<file path="src/rtl/shreg_pkg.sv">
// Shared types for the universal shift register: operation codes and FSM states.
// Also holds a helper that identifies the modes that move bits.
package shreg_pkg;

    typedef enum logic [2:0] {
        MODE_HOLD = 3'd0,
        MODE_LOAD = 3'd1,
        MODE_SHL  = 3'd2,
        MODE_SHR  = 3'd3,
        MODE_SAR  = 3'd4,
        MODE_ROL  = 3'd5,
        MODE_ROR  = 3'd6,
        MODE_RSVD = 3'd7
    } shreg_mode_t;

    typedef enum logic {
        IDLE  = 1'b0,
        SHIFT = 1'b1
    } state_t;

    function automatic logic is_shift(input shreg_mode_t m);
        return (m == MODE_SHL) || (m == MODE_SHR) || (m == MODE_SAR) ||
               (m == MODE_ROL) || (m == MODE_ROR);
    endfunction

endpackage

</file>
<file path="src/rtl/shreg_step.sv">
// Combinational single-step shifter: computes the next register value and the
// bit that falls out for one shift of the given mode.
module shreg_step
    import shreg_pkg::*;
#(
    parameter int WIDTH = 8
) (
    input  logic [WIDTH-1:0] q,
    input  shreg_mode_t      mode,
    input  logic             ser_in,
    output logic [WIDTH-1:0] q_next,
    output logic             shift_out
);

    // NOTE: every output gets a default first so no path through the case infers a latch.
    always_comb begin
        q_next    = q;
        shift_out = 1'b0;
        case (mode)
            MODE_SHL: begin
                q_next    = {q[WIDTH-2:0], ser_in};
                shift_out = q[WIDTH-1];
            end
            MODE_SHR: begin
                q_next    = {ser_in, q[WIDTH-1:1]};
                shift_out = q[0];
            end
            MODE_SAR: begin
                q_next    = {q[WIDTH-1], q[WIDTH-1:1]};
                shift_out = q[0];
            end
            MODE_ROL: begin
                q_next    = {q[WIDTH-2:0], q[WIDTH-1]};
                shift_out = q[WIDTH-1];
            end
            MODE_ROR: begin
                q_next    = {q[0], q[WIDTH-1:1]};
                shift_out = q[0];
            end
            default: begin
                q_next    = q;
                shift_out = 1'b0;
            end
        endcase
    end

endmodule

</file>
<file path="src/rtl/univ_shift_reg.sv">
// Universal shift register: parallel load plus logical/arithmetic/rotate shifts,
// executed one bit per clock under a start/busy/done handshake.
module univ_shift_reg
    import shreg_pkg::*;
#(
    parameter int               WIDTH     = 8,
    parameter logic [WIDTH-1:0] RESET_VAL = '0,
    localparam int              CNT_W     = $clog2(WIDTH + 1)
) (
    input  logic             clk,
    input  logic             reset,
    input  logic             start,
    input  logic [2:0]       mode,
    input  logic [CNT_W-1:0] amount,
    input  logic [WIDTH-1:0] load_data,
    input  logic             ser_in,
    output logic [WIDTH-1:0] q,
    output logic             ser_out,
    output logic             busy,
    output logic             done
);

    localparam logic [CNT_W-1:0] WIDTH_C = CNT_W'(WIDTH);
    localparam logic [CNT_W-1:0] ONE_C   = CNT_W'(1);

    state_t           state, state_next;
    logic [CNT_W-1:0] remaining, remaining_next;
    shreg_mode_t      mode_r;
    shreg_mode_t      mode_in;
    shreg_mode_t      step_mode;
    logic [CNT_W-1:0] amount_clamped;
    logic             accept;
    logic             do_load;
    logic             do_step;
    logic             done_next;
    logic [WIDTH-1:0] step_q;
    logic             step_out;

    assign mode_in        = shreg_mode_t'(mode);
    assign amount_clamped = (amount > WIDTH_C) ? WIDTH_C : amount;
    assign accept         = (state == IDLE) && start;
    // The first step is taken on the accepting edge, so the step unit sees the live mode in IDLE.
    assign step_mode      = (state == IDLE) ? mode_in : mode_r;

    shreg_step #(
        .WIDTH(WIDTH)
    ) u_step (
        .q        (q),
        .mode     (step_mode),
        .ser_in   (ser_in),
        .q_next   (step_q),
        .shift_out(step_out)
    );

    // NOTE: sequential state uses non-blocking assignments so every register samples pre-edge values.
    always_ff @(posedge clk or posedge reset) begin
        if (reset) begin
            state     <= IDLE;
            remaining <= '0;
        end else begin
            state     <= state_next;
            remaining <= remaining_next;
        end
    end

    always_comb begin
        state_next     = state;
        remaining_next = remaining;
        case (state)
            IDLE: begin
                if (accept && is_shift(mode_in) && (amount_clamped > ONE_C)) begin
                    state_next     = SHIFT;
                    remaining_next = amount_clamped - ONE_C;
                end
            end
            SHIFT: begin
                remaining_next = remaining - ONE_C;
                if (remaining == ONE_C) begin
                    state_next = IDLE;
                end
            end
            default: state_next = IDLE;
        endcase
    end

    always_comb begin
        do_load   = 1'b0;
        do_step   = 1'b0;
        done_next = 1'b0;
        case (state)
            IDLE: begin
                if (accept) begin
                    do_load   = (mode_in == MODE_LOAD);
                    do_step   = is_shift(mode_in) && (amount_clamped != '0);
                    done_next = !(is_shift(mode_in) && (amount_clamped > ONE_C));
                end
            end
            SHIFT: begin
                do_step   = 1'b1;
                done_next = (remaining == ONE_C);
            end
            default: ;
        endcase
    end

    always_ff @(posedge clk or posedge reset) begin
        if (reset) begin
            q       <= RESET_VAL;
            ser_out <= 1'b0;
            done    <= 1'b0;
            mode_r  <= MODE_HOLD;
        end else begin
            done <= done_next;
            if (accept) begin
                mode_r <= mode_in;
            end
            if (do_load) begin
                q <= load_data;
            end else if (do_step) begin
                q       <= step_q;
                ser_out <= step_out;
            end
        end
    end

    assign busy = (state == SHIFT);

endmodule

</file>
<file path="config.mk">
export PLATFORM = sky130hd
export DESIGN_NAME = univ_shift_reg
export DESIGN_NICKNAME = d
export VERILOG_FILES = /design/src/rtl/shreg_pkg.sv /design/src/rtl/shreg_step.sv /design/src/rtl/univ_shift_reg.sv
export SDC_FILE = /design/constraint.sdc
export NUM_CORES = 1
export LEC_CHECK = 0
export CAP_MARGIN = 5
export CORE_ASPECT_RATIO = 0.7
export CORE_UTILIZATION = 51
export CTS_BUF_LIST = sky130_fd_sc_hd__clkbuf_4 sky130_fd_sc_hd__clkbuf_8
export CTS_CLUSTER_DIAMETER = 100
export DETAILED_ROUTE_END_ITERATION = 10
export PLACE_DENSITY_LB_ADDON = 0.15
export SLEW_MARGIN = 20
export SYNTH_ARGS = -nofsm -noshare
export SYNTH_HDL_FRONTEND = slang
export SYNTH_SLANG_ARGS = --single-unit
</file>
<file path="constraint.sdc">
create_clock -name clk -period 2.65 [get_ports clk]
set_input_delay 0.53 -clock clk [delete_from_list [all_inputs] [get_ports clk]]
set_output_delay 0.53 -clock clk [all_outputs]
set_load 0.01 [all_outputs]
</file>
* Word-level counts from Yosys, hierarchy flattened
Index checks and enable logic that the tools add are counted. W data, S select, Z words.
Word-level totals: logic and storage cells 63, output and inout bits 11, bits of input ports 19, bits in registers 18
Operators by class: mux-type cells 17, order comparisons 2, reductions and logical operators 19, add/subtract/negate cells 2, bitwise gates (word level) 2, eq/ne operators 14
Operators with widths (number):
- $pmux W8 S5 | 1
- $eq A3 B3 Y1 const B | 6
- $mux W8 | 2
- $eq A3 B2 Y1 const B | 4
- $mux W4 | 2
- $pmux W1 S2 | 4
- $pmux W4 S2 | 1
- $sub A4 B1 Y4 const B | 2
- $mux W1 | 6
- $reduce_bool A6 Y1 | 1
- $logic_and A1 B1 Y1 | 5
- $reduce_bool A5 Y1 | 1
- $eq A4 B1 Y1 const B | 1
- $gt A4 B1 Y1 const B | 1
- $gt A4 B4 Y1 const B | 1
- $logic_or A1 B1 Y1 | 4
- $reduce_and A2 Y1 | 2
- $reduce_bool A4 Y1 | 1
- $eq A3 B1 Y1 const B | 1
- $mux W3 | 1
- $reduce_and A3 Y1 | 1
- $reduce_or A3 Y1 | 1
- $ne A2 B1 Y1 const B | 1
- $ne A2 B2 Y1 const B | 1
- other kinds (4) | 5

* Longest topological paths before layout
depth after elaboration 10, depth in mapped cells 8, mapped depth without buffers 8

* Cells and area by module
From an unflattened synthesis, not the netlist that was laid out.
Second synthesis, totals: cells, all modules 169, area total of the unflattened synthesis 1614.0 sq um
Modules (own cells, without submodules):
- univ_shift_reg | seq. area each 450.4 sq um, times used 1, area an instance 1133.6 sq um, cells each 93
- shreg_step | seq. area each 0.0 sq um, times used 1, area an instance 480.5 sq um, cells each 76

* Worst setup path after synthesis
Ideal clock, no wire load.
kind input -> register, start input amount[3], end register q[3], data arrival time 2.176 ns, stages on the path 8, slack 0.392 ns, library setup time 0.082 ns, required time 2.568 ns, buffers on the path 1, path through nand2b_1 ha_1 or3b_1 a41oi_1 a211o_1 buf_2 or3_1 a31oi_1
Between the ends: longest elaborated chain between the ends 8
RTL lines:
- start, declared | RTL line univ_shift_reg.sv:14 | input logic [CNT_W-1:0] amount,
- $gt A4 B4 Y1 | RTL line univ_shift_reg.sv:40 | assign amount_clamped = (amount > WIDTH_C) ? WIDTH_C : amount;
- $mux W4 (*) | RTL line univ_shift_reg.sv:40
- $reduce_bool A4 Y1 (*) | RTL line univ_shift_reg.sv:94 | do_step = is_shift(mode_in) && (amount_clamped != '0);
- $logic_and A1 B1 Y1 (*) | RTL line univ_shift_reg.sv:94
- $mux W1 (*) | RTL line univ_shift_reg.sv:92 | if (accept) begin
- $pmux W1 S2 (*) | RTL line univ_shift_reg.sv:90 | case (state)
- $reduce_bool A2 Y1 (no line) (*)
- $reduce_and A2 Y1 (no line) (*)
- end signal, assigned | RTL line univ_shift_reg.sv:118 | q <= load_data;
- end signal, assigned | RTL line univ_shift_reg.sv:120 | q <= step_q;
- end, declared | RTL line univ_shift_reg.sv:17 | output logic [WIDTH-1:0] q,
Mark *: on every way between the ends. The rest lies on a longest branch, timed or not. A chain may end at the register's enable or synchronous reset.

* Worst setup path after layout
start input amount[3], end register q[0]
The elaborated chain is that of the path after synthesis.

==> metrics.cfg <==
[critical_path]
ff2ff_path_depth=5
end_kind=register
worstPathArrival_ps=2760
cp_data_required_time_ps=2890
cp-start-kind=input pin
path_class=in2reg
critPathMaxFanout=3

[cts]
clockBufferDepth=2
numCtsBuffers=3
cts.clk_slew.worst_paths_ps=110
cts_resized=0
cts_tree=done
root_buffer=clkbuf_4
htreeDepth=1
postCtsSetupBuffers=0
clock-sinks=18
clk_latency_ps=310
cts_hold_buf=0

[synthesis]
synth_flop_cell=dfrtp_1
synth.distinct_cells=43
seq_area_frac_synth_pct=34.72
synthArstFlopShare_pct=100.0
ys_warn_count=0
syn-cell-area_um2=1297
syn_inst=145
synth_edf_count=0
synth.avg_cell_area_um2=8.948
syn-num-nets=169
synth_seq_cells=18

[floorplan]
core_area_um2=2277
die_w_um=62.29
dieHeight_um=44.20
row_count=14
dieArea_um2=2753
ioPinCount=30
initial_core_util_pct=56.98

[global_routing]
antenna_found_initial=0
track_usage_pct=24.48
grt_pass1_vias=1117
grt_pass1_wl_um=5050
overflow=0
grt_max_degree=19

[drt]
vias=1276
postRouteAntennaNets=0
drc=0
vias_per_cell=5.991
drt_iter0_markers=83
firstDrtPassIters=4
wl_per_cell_um=14.92
wirelength_um=3178

[finish]
final_area_um2=1685
drive_gt1_share_pct=14.36
final_cell_mix=clkdlybuf4s50_1 (29), dfrtp_1 (18), nor2_1 (14), nand2_1 (14), nor3_1 (11)
final_common_cell=clkdlybuf4s50_1
area_growth_pct=29.89
diodes=0
fin_nets=206

[power_and_ir_drop]
clockPowerShare_pct=9.1
p_seq_share_pct=29.8
power.total_uw=1968
power_density_nw_per_um2=1167
intPower_uw=1131
switchingPower_uw=836.6
comb_power_share_pct=61.1
switching_share_pct=42.52
peakVddDrop_v=0.0007075
p_leak_uw=0.0007219

[status]
status=complete, no violations

[sta]
fin_crit_sh_pct=94.99
period_needed_ps=2517
slew_violations=0
slew_headroom_pct=54.72
fin_ws_ps=132.9
hold_violations=0
skew_ps=1.038
setup_tns_ps=0
tightest_slew_ps=678.5
setup_viol=0
fmax_mhz=397.3
rsz0062_at_grt=no
fin_hold_ws_ps=495.4

[worst_hold_path]
hold_path_depth=2
hold_class=reg2reg

[place]
place_congestion=0.8812
hpwl_um=2407
portBuffers=29
post_dp_cell_area_um2=1649
detailedPlace.worstSlack_ps=-168.2

[run]
max-cap-violations=0

-- synth_stat cells, types with 2 or more instances --
| cell type | count | area [µm²] |
|---|---|---|
| a31oi_1 | 8 | 50.05 |
| nor2_1 | 14 | 52.55 |
| o21ai_0 | 3 | 15.01 |
| ha_1 | 5 | 62.56 |
| clkbuf_1 | 2 | 7.510 |
| nor3_1 | 11 | 55.05 |
| or2_2 | 3 | 18.77 |
| nand3_1 | 3 | 15.01 |
| inv_1 | 5 | 18.77 |
| nand2_1 | 14 | 52.55 |
| mux2_2 | 4 | 45.04 |
| xnor2_1 | 3 | 26.28 |
| mux2i_2 | 2 | 27.53 |
| nand2b_1 | 6 | 37.54 |
| dfrtp_1 | 18 | 450.4 |
| mux2i_1 | 3 | 30.03 |
| a21oi_1 | 10 | 50.05 |
| or3_1 | 6 | 37.54 |
-- logic make-up (layout without fill, tap and decap cells) --
kind of cell,after synthesis,count (layout),synth area share (%)
xor gates and xnor gates,3,3,2.025
AOI/OAI and AO/OA,34,34,18.03
adders and majority gates,5,5,4.822
buffers and inverters,10,46,4.435
DFF,18,18,34.72
and+or+nand+nor,64,64,25.17
muxes,11,11,10.80
-- layer usage --
metal  global-route usage (%)  wire (µm)
met1                    32.85       1434
met2                    39.34       1410
met4                    7.442         34
met5                        0          0
met3                    6.701        299
-- cell type report --
| type | instances | area, µm² |
|---|---|---|
| Sequential cell | 18 | 450.4 |
| Timing Repair Buffer | 37 | 350.3 |
| Fill cell | 168 | 591.8 |
| Clock buffer | 4 | 36.28 |
| Inverter | 5 | 18.77 |
| Tap cell | 32 | 40.04 |
| Multi-Input combinational cell | 117 | 789.5 |
-- worst max-delay path, cell delays in order --
cell and delay [ps]:
clkdlybuf4s50_1 420, nand2b_1 180, ha_1 190, or3b_1 170
a41oi_1 160, a211o_1 350, or4b_1 570, a31oi_1 180
-- worst paths after layout --
path	from	endpoint	slack, ps
worst max-delay path	amount[3]	q[0]	130
worst min-delay path	ser_out	ser_out	500
worst max register to register	busy	q[0]	150
worst min register to register	ser_out	ser_out	500
max in group asynchronous	reset	ser_out	1600
min in group asynchronous	reset	remaining[0]	620
-- power by group through the flow --
stage / combinational [µW] / sequential (µW) / clock (µW)
after floorplan: 795 / 568 / 0
after global routing: 1310 / 606 / 194
after detailed placement: 1180 / 588 / 0
final: 1200 / 585 / 179
after CTS: 1190 / 581 / 184
after global placement: 1150 / 579 / 0
-- state kept, by name (all words and copies together) (netlist names) --
name and cells:
remaining 4, done 1, mode_r 3, q 8
ser_out 1, busy 1
-- stage by stage --
stage | util (%) | instances
5_1_grt | 74.01 | 213
6_report | 74.01 | 213
4_1_cts | 74.01 | 213
2_1_floorplan | - | 145
3_3_place_gp | 72.42 | 209
3_5_place_dp | 72.42 | 209
No activity file was read; power rests on OpenSTA's default activity.
